$ cat config.mk
export PLATFORM = sky130hd
export DESIGN_NAME = fetch_port_arbiter_flat
export DESIGN_NICKNAME = d
export VERILOG_FILES = /design/src/rtl/fetch_port_arbiter_if.sv /design/src/rtl/fetch_port_arbiter.sv /design/src/flat_wrapper.sv
export SDC_FILE = /design/constraint.sdc
export NUM_CORES = 1
export LEC_CHECK = 0
export CORE_MARGIN = 4
export CORE_UTILIZATION = 41
export DETAILED_ROUTE_END_ITERATION = 12
export PLACE_DENSITY = 0.93
export SETUP_SLACK_MARGIN = 0.02
export SYNTH_ARGS = -nofsm -noshare
export SYNTH_HDL_FRONTEND = slang
export SYNTH_SLANG_ARGS = --single-unit
$ cat constraint.sdc
create_clock -name clk -period 2.78 [get_ports clk]
set_input_delay 0.556 -clock clk [delete_from_list [all_inputs] [get_ports clk]]
set_output_delay 0.556 -clock clk [all_outputs]
set_load 0.01 [all_outputs]
$ cat src/rtl/fetch_port_arbiter_if.sv
// Bus between the fetch controller, the shared memory read port and the
// weight / IF tile buffers. The arbiter connects through the slave modport.
interface fetch_port_arbiter_if #(
    parameter int ADDR_W   = 16,
    parameter int DATA_W   = 64,
    parameter int W_BEATS  = 8,
    parameter int IF_BEATS = 8
);
    localparam int W_AW  = (W_BEATS  > 1) ? $clog2(W_BEATS)  : 1;
    localparam int IF_AW = (IF_BEATS > 1) ? $clog2(IF_BEATS) : 1;

    logic              clr_w;
    logic              clr_if;
    logic [ADDR_W-1:0] w_base;
    logic [ADDR_W-1:0] if_base;
    logic              w_read;
    logic              if_read;
    logic              mem_req;
    logic [ADDR_W-1:0] mem_addr;
    logic [DATA_W-1:0] mem_rdata;
    logic              w_we;
    logic [W_AW-1:0]   w_waddr;
    logic              if_we;
    logic [IF_AW-1:0]  if_waddr;
    logic [DATA_W-1:0] buf_wdata;
    logic              w_done;
    logic              if_done;

    modport master (
        output clr_w, clr_if, w_base, if_base, w_read, if_read, mem_rdata,
        input  mem_req, mem_addr, w_we, w_waddr, if_we, if_waddr, buf_wdata,
               w_done, if_done
    );

    modport slave (
        input  clr_w, clr_if, w_base, if_base, w_read, if_read, mem_rdata,
        output mem_req, mem_addr, w_we, w_waddr, if_we, if_waddr, buf_wdata,
               w_done, if_done
    );
endinterface

$ cat src/rtl/fetch_port_arbiter.sv
// Shares one fixed-latency memory read port between the weight and IF tile
// fetch streams: round-robin beat arbitration, address generation, and
// routing of returned data to the owning tile buffer. Each stream carries an
// epoch bit so beats still in flight across a clr are recognised and dropped.
module fetch_port_arbiter #(
    parameter int ADDR_W   = 16,
    parameter int DATA_W   = 64,
    parameter int W_BEATS  = 8,
    parameter int IF_BEATS = 8,
    parameter int RD_LAT   = 2
) (
    input logic                clk,
    input logic                rst,
    fetch_port_arbiter_if.slave bus
);
    localparam int W_AW  = (W_BEATS  > 1) ? $clog2(W_BEATS)  : 1;
    localparam int IF_AW = (IF_BEATS > 1) ? $clog2(IF_BEATS) : 1;
    localparam int W_CW  = $clog2(W_BEATS + 1);
    localparam int IF_CW = $clog2(IF_BEATS + 1);
    localparam int IDX_W = (W_AW > IF_AW) ? W_AW : IF_AW;

    typedef struct packed {
        logic             valid;
        logic             sel;    // 0 = weight, 1 = IF
        logic             epoch;
        logic [IDX_W-1:0] idx;
    } tag_t;

    logic [ADDR_W-1:0] w_base_q, if_base_q;
    logic [W_CW-1:0]   w_issue, w_ret;
    logic [IF_CW-1:0]  if_issue, if_ret;
    logic              w_epoch, if_epoch;
    logic              w_done_q, if_done_q;
    logic              last_if;
    tag_t              tag_pipe [RD_LAT];

    logic w_elig, if_elig, w_gnt, if_gnt;
    logic w_hit, if_hit;
    tag_t tag_new, tag_out;

    // Eligibility, round-robin grant and address/tag for the granted beat.
    // rst gates the grant so the read strobe drops as soon as reset asserts.
    always_comb begin
        w_elig  = !rst && bus.w_read  && (w_issue  < W_CW'(W_BEATS))  && !bus.clr_w;
        if_elig = !rst && bus.if_read && (if_issue < IF_CW'(IF_BEATS)) && !bus.clr_if;
        w_gnt   = w_elig && (!if_elig || last_if);
        if_gnt  = if_elig && !w_gnt;

        bus.mem_req  = w_gnt || if_gnt;
        bus.mem_addr = '0;
        tag_new      = '0;
        if (w_gnt) begin
            bus.mem_addr  = w_base_q + ADDR_W'(w_issue);
            tag_new.valid = 1'b1;
            tag_new.sel   = 1'b0;
            tag_new.epoch = w_epoch;
            tag_new.idx   = IDX_W'(w_issue[W_AW-1:0]);
        end else if (if_gnt) begin
            bus.mem_addr  = if_base_q + ADDR_W'(if_issue);
            tag_new.valid = 1'b1;
            tag_new.sel   = 1'b1;
            tag_new.epoch = if_epoch;
            tag_new.idx   = IDX_W'(if_issue[IF_AW-1:0]);
        end
    end

    // Route the returning beat; stale epochs and same-cycle clr drop it.
    always_comb begin
        tag_out       = tag_pipe[RD_LAT-1];
        w_hit         = tag_out.valid && !tag_out.sel && (tag_out.epoch == w_epoch)  && !bus.clr_w;
        if_hit        = tag_out.valid &&  tag_out.sel && (tag_out.epoch == if_epoch) && !bus.clr_if;
        bus.w_we      = w_hit;
        bus.if_we     = if_hit;
        bus.w_waddr   = tag_out.idx[W_AW-1:0];
        bus.if_waddr  = tag_out.idx[IF_AW-1:0];
        bus.buf_wdata = bus.mem_rdata;
        bus.w_done    = w_done_q;
        bus.if_done   = if_done_q;
    end

    // Tag shift register aligned to the memory latency, and the round-robin pointer.
    always_ff @(posedge clk or posedge rst) begin
        if (rst) begin
            for (int i = 0; i < RD_LAT; i++) tag_pipe[i] <= '0;
            last_if <= 1'b1;
        end else begin
            tag_pipe[0] <= tag_new;
            for (int i = 1; i < RD_LAT; i++) tag_pipe[i] <= tag_pipe[i-1];
            if (w_gnt || if_gnt) last_if <= if_gnt;
        end
    end

    // Weight stream: base, issue/return counters, epoch and done flag.
    always_ff @(posedge clk or posedge rst) begin
        if (rst) begin
            w_base_q <= '0;
            w_issue  <= '0;
            w_ret    <= '0;
            w_epoch  <= 1'b0;
            w_done_q <= 1'b0;
        end else if (bus.clr_w) begin
            w_base_q <= bus.w_base;
            w_issue  <= '0;
            w_ret    <= '0;
            w_epoch  <= ~w_epoch;
            w_done_q <= 1'b0;
        end else begin
            if (w_gnt) w_issue <= w_issue + 1'b1;
            if (w_hit) begin
                w_ret <= w_ret + 1'b1;
                if (w_ret == W_CW'(W_BEATS - 1)) w_done_q <= 1'b1;
            end
        end
    end

    // IF stream: base, issue/return counters, epoch and done flag.
    always_ff @(posedge clk or posedge rst) begin
        if (rst) begin
            if_base_q <= '0;
            if_issue  <= '0;
            if_ret    <= '0;
            if_epoch  <= 1'b0;
            if_done_q <= 1'b0;
        end else if (bus.clr_if) begin
            if_base_q <= bus.if_base;
            if_issue  <= '0;
            if_ret    <= '0;
            if_epoch  <= ~if_epoch;
            if_done_q <= 1'b0;
        end else begin
            if (if_gnt) if_issue <= if_issue + 1'b1;
            if (if_hit) begin
                if_ret <= if_ret + 1'b1;
                if (if_ret == IF_CW'(IF_BEATS - 1)) if_done_q <= 1'b1;
            end
        end
    end
endmodule
$ cat src/flat_wrapper.sv
// flat-port wrapper written by rule: the top's interface ports become plain ports
module fetch_port_arbiter_flat 
#(
    parameter int ADDR_W   = 16,
    parameter int DATA_W   = 64,
    parameter int W_BEATS  = 8,
    parameter int IF_BEATS = 8,
    parameter int RD_LAT   = 2
)
  (clk, rst, bus_clr_w, bus_clr_if, bus_w_base, bus_if_base, bus_w_read, bus_if_read, bus_mem_rdata, bus_mem_req, bus_mem_addr, bus_w_we, bus_w_waddr, bus_if_we, bus_if_waddr, bus_buf_wdata, bus_w_done, bus_if_done);
  fetch_port_arbiter_if #(.ADDR_W(ADDR_W), .DATA_W(DATA_W), .W_BEATS(W_BEATS), .IF_BEATS(IF_BEATS)) bus_i ();
  input logic clk;
  input logic rst;
  input wire logic [$bits(bus_i.clr_w)-1:0] bus_clr_w;
  input wire logic [$bits(bus_i.clr_if)-1:0] bus_clr_if;
  input wire logic [$bits(bus_i.w_base)-1:0] bus_w_base;
  input wire logic [$bits(bus_i.if_base)-1:0] bus_if_base;
  input wire logic [$bits(bus_i.w_read)-1:0] bus_w_read;
  input wire logic [$bits(bus_i.if_read)-1:0] bus_if_read;
  input wire logic [$bits(bus_i.mem_rdata)-1:0] bus_mem_rdata;
  output wire logic [$bits(bus_i.mem_req)-1:0] bus_mem_req;
  output wire logic [$bits(bus_i.mem_addr)-1:0] bus_mem_addr;
  output wire logic [$bits(bus_i.w_we)-1:0] bus_w_we;
  output wire logic [$bits(bus_i.w_waddr)-1:0] bus_w_waddr;
  output wire logic [$bits(bus_i.if_we)-1:0] bus_if_we;
  output wire logic [$bits(bus_i.if_waddr)-1:0] bus_if_waddr;
  output wire logic [$bits(bus_i.buf_wdata)-1:0] bus_buf_wdata;
  output wire logic [$bits(bus_i.w_done)-1:0] bus_w_done;
  output wire logic [$bits(bus_i.if_done)-1:0] bus_if_done;
  assign bus_i.clr_w = bus_clr_w;
  assign bus_i.clr_if = bus_clr_if;
  assign bus_i.w_base = bus_w_base;
  assign bus_i.if_base = bus_if_base;
  assign bus_i.w_read = bus_w_read;
  assign bus_i.if_read = bus_if_read;
  assign bus_i.mem_rdata = bus_mem_rdata;
  assign bus_mem_req = bus_i.mem_req;
  assign bus_mem_addr = bus_i.mem_addr;
  assign bus_w_we = bus_i.w_we;
  assign bus_w_waddr = bus_i.w_waddr;
  assign bus_if_we = bus_i.if_we;
  assign bus_if_waddr = bus_i.if_waddr;
  assign bus_buf_wdata = bus_i.buf_wdata;
  assign bus_w_done = bus_i.w_done;
  assign bus_if_done = bus_i.if_done;
  fetch_port_arbiter #(.ADDR_W(ADDR_W), .DATA_W(DATA_W), .W_BEATS(W_BEATS), .IF_BEATS(IF_BEATS), .RD_LAT(RD_LAT)) u_core (.clk(clk), .rst(rst), .bus(bus_i));
endmodule
==> results.toml, run 1 <==
[route]
ant_nets = 0
drt_first_iter_violations = 101
postRouteWirelength_mm = 10.2
wl_met1_mm = 3.68
highest_layer = "met4"
wl_met3_um = 875
drc = 0
vias = 2751
routedWlPerCell_um = 18.9
dr.pass1.iters = 4
vias_per_cell = 5.11
met2_wirelength_mm = 5.35

[logic_synthesis]
syn_area_per_cell_um2 = 10.7
synth_cell_types = 45
netlist_instances = 364
synth_async_sr_flop_share_pct = 100
netlist_area_mm2 = 0.00388
synth_edf_count = 0
synth_nets = 480
synth_seq_cells = 65
ys_warn_count = 0
synth_top_flop_cell = "dfrtp_1"
yosysSeqAreaShare_pct = 42.0

[clock_tree]
htree_levels = 3
clk_pin_slew_ps = 80
cts_tree = "yes"
cts_made_buffers = 9
clock_latency_ps = 350
clockBufferDepth = 2
cts_root_buf = "clkbuf_8"
clkSinkCount = 65

[power_and_ir_drop]
clkPwrFrac_pct = 33.9
swShare_pct = 27.9
internal-power_w = 0.00172
powerDensity_mw_per_mm2 = 494
p_leak_nw = 2.08
p_sw_w = 0.000667
ir_drop_mv = 0.302
power_w = 0.00239
comb_power_share_pct = 19.3
p_seq_share_pct = 46.8

[worst_setup_path]
crit_buf_inv = 1
criticalPathCategory = "reg -> out"
critPathRequiredTime_ps = 2220
critPathArrivalTime_ps = 2320
crit_path_end_kind = "primary output"
crit_family = "adder cells"
cp_max_fo = 6
slowest_delay_ps = 430
critPathLaunchType = "flip-flop"
crit_chain = "ha_4 -> fa_2 -> a211oi_4 -> nor2_4 -> nand4_1 -> xor2_1 -> o22ai_1 -> buf_2"
cpMaxStageDelayCell = "dfrtp_1"

[outcome]
status = "finished, violations left"
violations = "negative setup slack"

[timing]
fmax_mhz = 347
slew_viol_final = 0
fin_skew_ps = 8.76
tightest_slew_ps = 514
relSlewSlack_pct = 65.7
rsz0062_at_grt = "true"
hold_viol_final = 0
period_share_pct = 104
fin_crit_ps = 2880
fin_ws_ps = -100
setup_violations = 6

[finish]
diodes = 0
drive_above_1_share_pct = 36.2
design_area_mm2 = 0.00484
utilization_pct = 52.3
syn_to_final_growth_pct = 24.7
num-nets-final = 520

[die]
row_count = 35
die_y_um = 105
core_area_mm2 = 0.00924
initial_core_util_pct = 42.0
die_w_um = 105
ios = 193
die_area_mm2 = 0.0111

[global_route]
antenna_found_initial = 0
grt-ovfl-total = 0
grt_pass1_wl_mm = 14.8
grt_pass1_vias = 2775
grt_usage_pct = 17.3
grt_max_degree = 29

[placed_design]
dp_slack_ps = -420
dp_hpwl_mm = 7.36
place_area_mm2 = 0.00438
place_congestion = 0.872
port_buffers = 64

[run]
maxCapViolations = 0

[worst_hold_path]
hp-class = "in -> async"
[cell families after synthesis]
| kind of cell | share of synthesized area, % |
|---|---|
| compound gates | 8.64 |
| xor+xnor | 8.81 |
| fa+ha+maj | 4.90 |
| buf+inv | 16.0 |
| flops | 42.0 |
| mux | 9.52 |
| simple gates | 10.1 |
[area by class of cell]
cell class,instances,area (um^2)
Multi-Input combinational cell,208,1840
Tap cell,129,161
Inverter,10,37.5
Clock buffer,11,141
Clock inverter,5,55.1
Timing Repair Buffer,110,975
Sequential cell,65,1630
Fill cell,793,4400
[routing by layer]
metal,up-vias,global-route usage (%)
met5,-,0
met4,0,6.94
met3,33,5.02
met2,142,30.4
met1,1314,19.6
li1,1262,-
[power by group through the flow]
stage / Combinational (W) / Clock [W] / Sequential [W]
global placement: 0.000414 / 0 / 0.00112
detailed placement: 0.000421 / 0 / 0.00113
floorplan: 0.000326 / 0 / 0.00111
global route: 0.000498 / 0.000863 / 0.00113
finish: 0.000461 / 0.000811 / 0.00112
CTS: 0.000431 / 0.000829 / 0.00111
[Yosys cell counts (all sizes together), types with 2 or more instances]
| cell type | n | share of area [%] |
|---|---|---|
| a41oi | 4 | 0.90 |
| nand4 | 6 | 0.97 |
| mux2 | 31 | 9.0 |
| a211oi | 3 | 0.58 |
| nor4b | 2 | 1.0 |
| clkbuf | 3 | 0.29 |
| nand2 | 22 | 2.2 |
| o22ai | 13 | 2.1 |
| and3 | 5 | 0.81 |
| nor2b | 3 | 0.48 |
| xor2 | 25 | 5.6 |
| nand3 | 11 | 1.4 |
| buf | 78 | 15 |
| mux2i | 2 | 0.52 |
| ha | 12 | 3.9 |
| fa | 2 | 1.0 |
| nor2 | 16 | 1.5 |
| dfrtp | 64 | 41 |
| o21a | 2 | 0.39 |
| o21ai | 10 | 1.4 |
| nand3b | 3 | 0.58 |
| a21boi | 3 | 0.68 |
| a22o | 4 | 0.90 |
| a21oi | 4 | 0.52 |
| xnor2 | 14 | 3.2 |
| a21o | 2 | 0.39 |
| inv | 10 | 0.97 |
[stage by stage]
step	cells	hold WS (ps)	TNS (ps)
after floorplan	364	331	0
after global placement	509	332	-5810
after detailed placement	509	335	-6250
after CTS	532	350	-160
after global routing	538	357	-1290
final	538	310	-359
[worst paths after layout]
check | to | from | cells past startpoint | slack (ps)
setup / recovery | bus_mem_addr[12] | u_core.w_base_q[0]$_DFFE_PP0P_ | 8 | -100
setup reg to reg | u_core.w_issue[2]$_DFFE_PP0P_ | u_core.if_issue[3]$_DFFE_PP0P_ | 7 | 880
max in group asynchronous | u_core.w_base_q[11]$_DFFE_PP0P_ | rst | 3 | 1850
hold reg to reg | u_core.bus.if_waddr[0]$_DFF_PP0_ | u_core.tag_pipe[6]$_DFF_PP0_ | 0 | 350
min in group clk | u_core.bus.if_waddr[0]$_DFF_PP0_ | u_core.tag_pipe[6]$_DFF_PP0_ | 0 | 350
hold / removal | u_core.w_issue[1]$_DFFE_PP0P_ | rst | 2 | 310
[placed cells by master, fill, tap and decap left out, types with 6 or more instances in the layout]
cell type	instances
buf_2	13
buf_4	41
clkbuf_8	10
clkdlybuf4s50_1	44
dfrtp_1	64
ha_1	8
inv_1	8
mux2_2	31
nand2_1	19
nand3_1	7
nand4_1	6
nor2_1	15
o21ai_0	7
o22ai_1	11
xnor2_1	13
xor2_1	20
[timing repair]
action	in CTS	in global routing
cloned	0	1
pin swaps	23	12
buffers inserted	7	5
hold buffers	0	0
hold endpoints to repair	0	0
endpoints found under the setup margin	17	17
gates resized for setup	86	21
[registers in the layout (all words and copies together), names as in the netlist]
signal	flops
u_core.bus.if_done	1
u_core.bus.if_waddr	3
u_core.bus.w_done	1
u_core.if_base_q	16
u_core.if_epoch	1
u_core.if_issue	4
u_core.if_ret	4
u_core.last_if	1
u_core.tag_out	3
u_core.tag_pipe	6
u_core.w_base_q	16
u_core.w_epoch	1
u_core.w_issue	4
u_core.w_ret	4
No activity file was read; power rests on OpenSTA's default activity.
==> run 2, diff against run 1 <==
- CORE_ASPECT_RATIO: default -> 0.6
- SLEW_MARGIN: default -> 20
==> run 2 against run 1 <==
  * The flow still finishes with violations (negative setup slack)
  * Die area increased by 0.46%
  * Core utilization increased by 1.3 points
  * Critical endpoint is now bus_mem_addr[14]
  * Sequential cell count unchanged
  * Global-route usage increased by 0.74 points
  * Critical path type unchanged
  * Non-clock buffer count shrank 1
  * Clock power grew 42%
  * Clock-buffer cell count increased by 1
==> results.toml, run 2 (synthesis results as in run 1) <==
[outcome]
status = "finished, violations left"
violations = "negative setup slack"

[worst_setup_path]
critPathRequiredTime_ps = 2220
rr_endpoint = "u_core.w_issue[3]$_DFFE_PP0P_"
reg2reg_from = "u_core.if_issue[3]$_DFFE_PP0P_"
cpMaxStageDelayCell = "dfrtp_1"
cp_max_fo = 6
crit_chain = "ha_2 -> inv_2 -> fa_2 -> nor2b_4 -> o21ai_4 -> buf_4 -> a21boi_2 -> xnor2_1 -> o22ai_1 -> buf_2"
rrSetupSlack_ps = 780
crit_path_end_kind = "primary output"
critPathArrivalTime_ps = 2320
cp-startpoint = "u_core.if_issue[0]$_DFFE_PP0P_"
criticalPathCategory = "reg -> out"
critPathLaunchType = "flip-flop"
reg2reg_depth = 6
slowest_delay_ps = 380

[route]
drt_first_iter_violations = 223
vias = 2970
met2_wirelength_mm = 4.89
dr.pass1.iters = 7
wl_met3_um = 915
routedWlPerCell_um = 19.4
vias_per_cell = 5.52
postRouteWirelength_mm = 10.4
highest_layer = "met4"
ant_nets = 0
wl_met1_mm = 4.21
drc = 0

[clock_tree]
cts_made_buffers = 9
cts_tree = "yes"
clk_pin_slew_ps = 50
ctsHoldBuffers = 0
cts_root_buf = "clkbuf_16"
htree_levels = 3
clock_latency_ps = 330
clkSinkCount = 65
clockBufferDepth = 2

[die]
die_area_mm2 = 0.0111
die_y_um = 83.3
row_count = 27
ios = 193
initial_core_util_pct = 42.2
die_w_um = 134
core_area_mm2 = 0.00919

[timing]
setup_violations = 5
fmax_mhz = 348
rsz0062_at_grt = "true"
period_share_pct = 103
relSlewSlack_pct = 60.8
tightest_slew_ps = 587
slew_viol_final = 0
hold_viol_final = 0
fin_skew_ps = 4.47
fin_ws_ps = -95.2
tns_ps = -287
fin_crit_ps = 2880

[finish]
n_fill_cell = 759
num-nets-final = 519
largest_registers = "u_core.if_base_q x16, u_core.w_base_q x16, u_core.tag_pipe x6"
multi_input_area_mm2 = 0.00186
design_area_mm2 = 0.00493
drive_above_1_share_pct = 37.5
final-seq-area_mm2 = 0.00163
final_common_cell = "dfrtp_1"
diodes = 0
syn_to_final_growth_pct = 27.1
layout_common_cells = "dfrtp_1 (63), clkdlybuf4s50_1 (45), buf_4 (42)"

[global_route]
antenna_found_initial = 0
grt_pass1_wl_mm = 15.7
grt_usage_pct = 18.0
grt_pass1_vias = 3028
grt-ovfl-total = 0
grt_max_degree = 40

[placed_design]
place_congestion = 0.822
port_buffers = 64
dp_hpwl_mm = 7.06
place_area_mm2 = 0.00438

[worst_hold_path]
hp-class = "reg -> reg"
holdCritStartpoint = "u_core.tag_pipe[6]$_DFF_PP0_"
hold_path_end = "u_core.bus.if_waddr[0]$_DFF_PP0_"
whs_path_depth = 0

[run]
maxCapViolations = 0

[power_and_ir_drop]
ir_drop_mv = 0.413
p_leak_nw = 2.12
powerDensity_mw_per_mm2 = 554
==> run 2: timing repair <==
item                       CTS  global route
gates resized for setup     82            27
setup buffers               11             2
pin swaps                   28            22
setup endpoints to repair   17            17
==> run 2: where the power goes <==
group          switching, W  internal (W)  leakage, nW  total (W)
Clock              0.000406      0.000742        0.149    0.00115
Combinational      0.000204      0.000247         1.15   0.000451
Sequential        0.0000988       0.00103        0.820    0.00113
==> run 2: worst max path at each step <==
stage	endpoint	slack [ps]	cells after the start
6_report	bus_mem_addr[14]	-100	10
4_1_cts	bus_mem_addr[10]	-40	9
3_5_place_dp	bus_mem_addr[10]	-490	9
5_1_grt	bus_mem_addr[14]	-180	10
3_3_place_gp	bus_mem_addr[4]	-320	6
2_1_floorplan	bus_mem_addr[10]	320	8
==> run 2: per-stage QoR <==
stage / hold slack [ps] / setup slack (ps) / total power (W) / std cells / util, %
after floorplan: 331 / 318 / 0.00143 / 364 / -
after global placement: 333 / -315 / 0.00153 / 509 / 47.6
after detailed placement: 337 / -492 / 0.00155 / 509 / 47.6
after CTS: 349 / -40.7 / 0.00271 / 536 / 52.3
after global routing: 353 / -184 / 0.00285 / 538 / 53.7
final: 348 / -95.2 / 0.00273 / 538 / 53.7
==> run 2: area by class of cell <==
type                            instances  area share [%]
Multi-Input combinational cell        208            37.6
Sequential cell                        65            33.0
Timing Repair Buffer                  109            19.0
Clock buffer                           12            5.20
Tap cell                              130            3.30
Clock inverter                          4            1.04
Inverter                               10           0.761
==> run 2: critical path, delay by kind of cell, from the launching register on <==
family	cells	cell delay, ps
adders and majority gates	2	590
DFF	1	380
AOI/OAI and AO/OA	3	360
buffers and inverters	3	340
xor gates and xnor gates	1	160
and+or+nand+nor	1	150
==> run 2: metal layers <==
layer	track usage [%]	up-vias
met5	0	-
met4	8.78	0
met3	7.45	46
met2	26.6	200
met1	22.9	1457
li1	-	1267
==> edit (settings of run 1) <==
`W_BEATS` is set to 8 in 3 places; all go to 4.
--- a/src/rtl/fetch_port_arbiter_if.sv
+++ b/src/rtl/fetch_port_arbiter_if.sv
@@ -5,3 +5,3 @@
     parameter int DATA_W   = 64,
-    parameter int W_BEATS  = 8,
+    parameter int W_BEATS  = 4,
     parameter int IF_BEATS = 8
--- a/src/rtl/fetch_port_arbiter.sv
+++ b/src/rtl/fetch_port_arbiter.sv
@@ -7,3 +7,3 @@
     parameter int DATA_W   = 64,
-    parameter int W_BEATS  = 8,
+    parameter int W_BEATS  = 4,
     parameter int IF_BEATS = 8,
--- a/src/flat_wrapper.sv
+++ b/src/flat_wrapper.sv
@@ -5,3 +5,3 @@
     parameter int DATA_W   = 64,
-    parameter int W_BEATS  = 8,
+    parameter int W_BEATS  = 4,
     parameter int IF_BEATS = 8,
Interface: changed (resized bus_w_waddr); port bits go from 193 to 192. No check against the original RTL was run, so the function may have changed too.
==> edit against run 1 <==
The flow still finishes with violations (negative setup slack); area after synthesis fell by 3.5%; fmax fell by 3.5%; clock power rose by 14%; total power is 3.2% higher; routed wire length decreased by 2.8%; global-route usage up 0.57 points; sequential cell count is 2 lower; final area down 3.7%; hold slack about the same; setup slack got worse by 0.10 ns; non-clock buffer count shrank 4; critical path type unchanged; critical endpoint is now bus_mem_addr[10]; largest power group unchanged.
==> edit: results (changes against run 1) <==
first-pass GRT wire length=15.1 mm (+2.0%); Syn. warnings=0 (unchanged); slowest stage cell, crit path=dfrtp_1; IO buf count=63 (-1.6%); failing checks=negative setup slack; antenna cells=0 (unchanged); worst vdd ir=337 µV (+11%); Final Skew=0.00129 ns (-0.00748 ns); syn avg cell area=10.6 µm² (-0.23%); pre-CTS setup slack=-0.520 ns (-0.0999 ns); WP data arrival=2.43 ns (+0.11 ns); vias in the first global route=2838 (+2.3%); result of the run=finished, violations left; share of layout cells above drive strength 1=35.7% (-0.49 points); DP Area=4210 µm² (-3.9%); number of remaining DRC errors=0 (unchanged); wire per inst=19.6 µm (+3.9%); Hold WC Path Type=input port to asynchronous set/reset pin; clock transition at the registers of the reported paths=0.08 ns (about the same); Root Driver=clkbuf_8; Worst Max-Slew Pin Slew=0.339 ns (-0.175 ns); GPL Wtd Cong=0.906 (+3.9%); DR vias=2694 (-2.1%); Area contributors post-synth=dfrtp_1 (41%), buf_4 (14%), mux2_2 (9.3%); biggest regs=u_core.if_base_q (16), u_core.w_base_q (16), u_core.tag_pipe (6); register area share after synthesis=42.2% (+0.19 points); Net Count, Synth=468 (-2.5%); list of most frequent post-synthesis cells=buf_4 (69), dfrtp_1 (62), mux2_2 (31); NumNets Final=506 (-2.7%); via/cell ratio=5.36 (+4.7%); Synth Area in Compound Gates=7.62% (-1.0 points); H-tree depth=3 (unchanged); Initial DRC Count=57 (-44%); GRT Total Usage=17.9% (+0.57 points); post-synthesis adder-cell area fraction=5.08% (+0.18 points); largest net degree at the start of global routing=34 (+17%); Num CTS Buffers=9 (unchanged); Setup TNS=-0.928 ns (-0.569 ns); XOR/XNOR Fraction of Synth Area=8.66% (-0.15 points); Pleak=0.00201 µW (-3.7%); Worst path max stage delay=0.41 ns (-0.02 ns); detailed placer's ending HPWL=7.04 mm (-4.4%); final setup fails=8 (+2); Most used DFF post-synth=dfrtp_1; multiplexer share of the synthesized area=9.86% (+0.35 points); Placed Instances=475 (-6.7%); setup ws final=-0.204 ns (-0.104 ns); critical path peak fanout=4 (-2)
edit: area by class of cell:
cell class	count	area [µm²]
clock buffers	10	138
clock inverters	6	92.6
fillers	728	4150
inverters	8	35.0
multi-input cells	202	1750
flip-flops and latches	63	1580
well taps	108	135
repair buffers	106	931
edit: per-layer routing:
metal | global-route usage [%] | share of wire (%) | up-vias
met5 | 0 | 0 | -
met3 | 6.78 | 7.0 | 34
met2 | 32.5 | 54 | 112
met1 | 19.2 | 37 | 1340
li1 | - | - | 1208
met4 | 5.41 | 2.3 | 0
edit: timing repair:
| action | 4_1_cts | 5_1_grt |
|---|---|---|
| cloned | 0 | 0 |
| hold endpoints to repair | 0 | 0 |
| endpoints found under the setup margin | 17 | 14 |
| buffers inserted | 7 | 5 |
| gates resized for setup | 94 | 18 |
| pin swaps | 8 | 15 |
edit: final timing paths:
path                                    start                      to  slack, ns  cells after the start
min reg2reg                u_core.tag_pipe[6]  u_core.bus.if_waddr[0]       0.35                      0
min in group clk           u_core.tag_pipe[6]  u_core.bus.if_waddr[0]       0.35                      0
max                        u_core.if_issue[0]        bus_mem_addr[10]      -0.20                     10
min                                       rst         u_core.w_ret[1]       0.31                      3
max in group asynchronous                 rst     u_core.w_base_q[10]       1.89                      4
max reg2reg                u_core.if_issue[3]       u_core.w_issue[0]       0.78                      9
edit: report_power, final:
group | total, µW | switching [µW] | internal [µW]
combinational | 442 | 195 | 247
sequential | 1100 | 97.8 | 1000
clock | 922 | 389 | 534
edit: worst reg2reg max path, stage by stage (launching register included):
cell	delay, ns
dfrtp_1	0.42
or4b_4	0.51
buf_6	0.14
o21ai_4	0.16
buf_12	0.13
buf_8	0.12
buf_6	0.10
buf_4	0.11
nand3b_1	0.09
o21ai_0	0.11
